[config.mk]
export PLATFORM = sky130hd
export DESIGN_NAME = gray_counter_system
export DESIGN_NICKNAME = d
export VERILOG_FILES = /design/src/rtl/gray_counter_pkg.sv /design/src/rtl/gray_counter_system_tick.sv /design/src/rtl/gray_counter_system.sv
export SDC_FILE = /design/constraint.sdc
export NUM_CORES = 1
export LEC_CHECK = 0
export ABC_AREA = 0
export ABC_CLOCK_PERIOD_IN_PS = 2300
export BUFFER_PORTS_ARGS = -buffer_cell sky130_fd_sc_hd__clkbuf_2
export CORE_ASPECT_RATIO = 0.8
export CORE_UTILIZATION = 50
export CTS_CLUSTER_DIAMETER = 60
export DETAILED_ROUTE_END_ITERATION = 10
export GPL_TIMING_DRIVEN = 0
export PLACE_DENSITY = 0.76
export SKIP_LAST_GASP = 1
export SLEW_MARGIN = 20
export SYNTH_ARGS = -nofsm -noshare
export SYNTH_HDL_FRONTEND = slang
export SYNTH_SLANG_ARGS = --single-unit
[constraint.sdc]
create_clock -name clk -period 2.3 [get_ports clk]
set_clock_uncertainty 0.05 [all_clocks]
set_input_delay 0.46 -clock clk [delete_from_list [all_inputs] [get_ports clk]]
set_output_delay 0.46 -clock clk [all_outputs]
set_load 0.005 [all_outputs]
[src/rtl/gray_counter_pkg.sv]
// Shared helpers for the Gray-code LED counter: Gray conversion and prescaler sizing.
package gray_counter_pkg;

   localparam int unsigned MAX_W = 64;

   function automatic logic [MAX_W-1:0] bin2gray(input logic [MAX_W-1:0] b);
      return b ^ (b >> 1);
   endfunction

   // $clog2(1) is 0, so a single-cycle interval still needs a 1-bit counter
   function automatic int unsigned cnt_width(input int unsigned distance);
      return (distance > 2) ? $clog2(distance) : 1;
   endfunction

endpackage

[src/rtl/gray_counter_system_tick.sv]
// Prescaler: counts 0..distance-1 and raises step combinationally on the last count.
module gray_tick_gen
   import gray_counter_pkg::*;
#(
   parameter int unsigned distance = 1000
) (
   input  logic clk,
   input  logic reset,
   output logic step
);

   localparam int unsigned W = cnt_width(distance);
   localparam logic [W-1:0] LAST = W'(distance - 1);

   logic [W-1:0] pc;

   assign step = (pc == LAST);

   always_ff @(posedge clk) begin
      if (reset) begin
         pc <= '0;
      end else if (step) begin
         pc <= '0;
      end else begin
         pc <= pc + 1'b1;
      end
   end

endmodule

[src/rtl/gray_counter_system.sv]
// LED demo top: binary counter advanced by the prescaler, with leds holding its Gray code.
module gray_counter_system
   import gray_counter_pkg::*;
#(
   parameter int unsigned N        = 8,
   parameter int unsigned distance = 1000
) (
   input  logic         clk,
   input  logic         reset,
   output logic [N-1:0] leds
);

   logic         step;
   logic [N-1:0] bin;
   logic [N-1:0] bin_next;

   gray_tick_gen #(.distance(distance)) u_tick (
      .clk   (clk),
      .reset (reset),
      .step  (step)
   );

   assign bin_next = bin + 1'b1;

   // leds is loaded from bin_next so it tracks bin with no extra latency stage
   always_ff @(posedge clk) begin
      if (reset) begin
         bin  <= '0;
         leds <= '0;
      end else if (step) begin
         bin  <= bin_next;
         leds <= N'(bin2gray(MAX_W'(bin_next)));
      end
   end

endmodule

==> flow_summary.json <==
{
  "maxCapViolations": 0,
  "cts-resized-gates": 0,
  "drive_gt1_frac": 0.188,
  "ant_nets": 0,
  "crit_chain": "ha_1 -> buf_4 -> a21boi_0 -> a21oi_1 -> o22ai_1 -> xor2_1 -> a211oi_2",
  "cts_buffer_depth": 2,
  "core-area_um2": 2230,
  "crit_end": "leds[6]",
  "antenna_found_initial": 0,
  "crit_fanout": 7,
  "setup_viol": 0,
  "r2r_cells": 7,
  "hold_viol_final": 0,
  "grt_pass1_vias": 778,
  "synthTopCellsByCount": "nor2_1 (28), dfxtp_1 (25), xor2_1 (14), nand2_1 (11), xnor2_1 (10)",
  "grt_max_degree": 14,
  "cts_tree": "built",
  "portBuffers": 8,
  "period_needed_ns": 1.94,
  "fill_cells": 203,
  "h-tree-depth": 1,
  "synth.distinct_cells": 29,
  "leakagePower_nw": 0.499,
  "first_pass_iters": 7,
  "reg2reg_setup_slack_ns": 0.36,
  "power_mw": 0.649,
  "synth_seq_cells": 25,
  "critPathKind": "reg -> reg",
  "synth_top_cell_area_share": 0.407,
  "postSynth.asyncResetShare": 0,
  "timing.fmax_mhz": 514,
  "mappedNetlistNets": 141,
  "status": "complete, but fails checks",
  "syn-cell-area_um2": 1230,
  "overflow": 0,
  "viasPerCell": 5.11,
  "cts_root_buffer": "clkbuf_4",
  "dp_hpwl_um": 1460,
  "grtUsageTotal": 0.171,
  "ys_top_cells_by_area": "dfxtp_1 (41%), xor2_1 (10%), nor2_1 (8.5%), xnor2_1 (7.1%), a211oi_2 (4.1%)",
  "drt-wirelength-per-cell_um": 11.6,
  "dieArea_um2": 2660,
  "route.detailed.drc": 1,
  "fp.dieW_um": 57.5,
  "regToRegStartpoint": "bin[0]",
  "diodes": 0,
  "clkSlewWorstSetupHoldPaths_ns": 0.13,
  "num_rows": 15,
  "worstPathArrival_ns": 2.09,
  "cts.sinks": 25,
  "vias": 889,
  "startpoint": "bin[0]",
  "synthCells": 137,
  "fin_crit_sh": 0.845,
  "insertion_delay_ns": 0.31,
  "synth.most_common_cell": "nor2_1",
  "min_path_type": "reg -> reg",
  "yosysTopAreaCell": "dfxtp_1",
  "wl_um": 2010,
  "failed_checks": "DRC",
  "yosys_warnings": 0,
  "r2r-end": "leds[6]",
  "grt_setup_unrepaired": "no",
  "tightest_slew_ns": 0.483,
  "synth-edff-count": 0,
  "avgSynthCellArea_um2": 8.98,
  "fin_setup_tns_ns": 0,
  "p_per_area_nw_per_um2": 489,
  "holdBufCountCts": 0,
  "drtIter0Drc": 16,
  "end_kind": "register",
  "die_y_um": 46.4,
  "ys.flop_type": "dfxtp_1",
  "slowest_stage": "dfxtp_1",
  "slew_headroom": 0.678,
  "place_congestion": 0.822,
  "grt_pass1_wl_um": 3310,
  "seq_area_frac_synth": 0.407,
  "numCtsBuffers": 3,
  "critPathMaxStageDelay_ns": 0.50,
  "ios": 10,
  "worst_ep_required_time_ns": 2.45,
  "start_util": 0.551,
  "drv_slew": 0,
  "critPathLaunchType": "register",
  "nets": 154,
  "ir_worst_vdd_mv": 0.351,
  "cts_setup_buffers": 0,
  "syn_to_final_growth_pct": 7.93
}
power by group:
part	leakage (nW)	switching [mW]	internal, mW
combinational	0.282	0.0119	0.00637
clock	0.0150	0.122	0.0678
sequential	0.202	0.00326	0.437
total	0.499	0.137	0.512
cell type report:
| cell class | instances | area (µm²) | area share |
|---|---|---|---|
| well taps | 25 | 31.3 | 0.0236 |
| flip-flops and latches | 25 | 500 | 0.377 |
| clock buffers | 4 | 26.3 | 0.0198 |
| repair buffers | 8 | 40.0 | 0.0302 |
| plain buffers | 11 | 78.8 | 0.0594 |
| multi-input cells | 99 | 643 | 0.484 |
| inverters | 2 | 7.51 | 0.00566 |
per-layer routing:
| metal | global-route usage | wire length, µm | share of wire | vias to the layer above |
|---|---|---|---|---|
| met4 | 0.0585 | 15 | 0.0075 | 0 |
| li1 | - | - | - | 472 |
| met5 | 0 | 0 | 0 | - |
| met1 | 0.193 | 976 | 0.49 | 401 |
| met2 | 0.305 | 950 | 0.47 | 14 |
| met3 | 0.0590 | 69 | 0.034 | 2 |
registers in the layout (all words and copies together), names as in the netlist:
name / flops
bin: 7
leds: 8
u_tick.pc: 10
stage by stage:
step           hold WS, ns  instance area (µm²)  setup slack [ns]  instances   util
5_1_grt              0.462                 1330             0.231        174  0.594
2_1_floorplan        0.363                 1230             0.621        137      -
6_report             0.420                 1330             0.356        174  0.594
3_5_place_dp         0.386                 1300             0.375        170  0.583
4_1_cts              0.424                 1330             0.363        174  0.594
3_3_place_gp         0.374                 1300             0.424        170  0.583
placed cells by master (no fill, tap or decap), types with 2 or more instances in the layout:
cell       n
clkbuf_4   3
o22ai_1    3
nand4_1    4
and2_1     2
mux2i_1    4
nand3_1    3
dfxtp_1   25
a211oi_2   4
nand2_1   11
clkbuf_2   8
nor2_1    28
ha_1       2
buf_2      5
xor2_1    14
clkbuf_1   3
a21oi_1    3
inv_1      2
xnor2_1   10
buf_4      2
nor2_2     2
critical path, delay by kind of cell, from the launching register on:
family	cells	cell delay (ns)
flip-flops	1	0.50
XOR/XNOR	1	0.21
adder cells (fa/ha/maj)	1	0.19
buffers and inverters	1	0.14
AO/OA/AOI/OAI	4	0.76
worst min-delay path by stage:
stage	start	to	depth (start not counted)	slack, ns
6_report	u_tick.pc[0]	u_tick.pc[0]	1	0.42
5_1_grt	u_tick.pc[0]	u_tick.pc[0]	1	0.46
4_1_cts	u_tick.pc[0]	u_tick.pc[0]	1	0.42
3_5_place_dp	u_tick.pc[0]	u_tick.pc[0]	1	0.39
3_3_place_gp	u_tick.pc[0]	u_tick.pc[0]	1	0.37
2_1_floorplan	u_tick.pc[0]	u_tick.pc[0]	1	0.36
kinds of logic after synthesis:
kind of cell             count (synthesis)  share of synthesized area
buffers and inverters                   13                     0.0702
XOR/XNOR                                24                      0.171
AO/OA/AOI/OAI                           13                     0.0855
flip-flops                              25                      0.407
multiplexers                             4                     0.0326
adder cells (fa/ha/maj)                  2                     0.0203
AND/OR/NAND/NOR                         56                      0.214
Note: power is estimated with default switching activity, not from simulation.
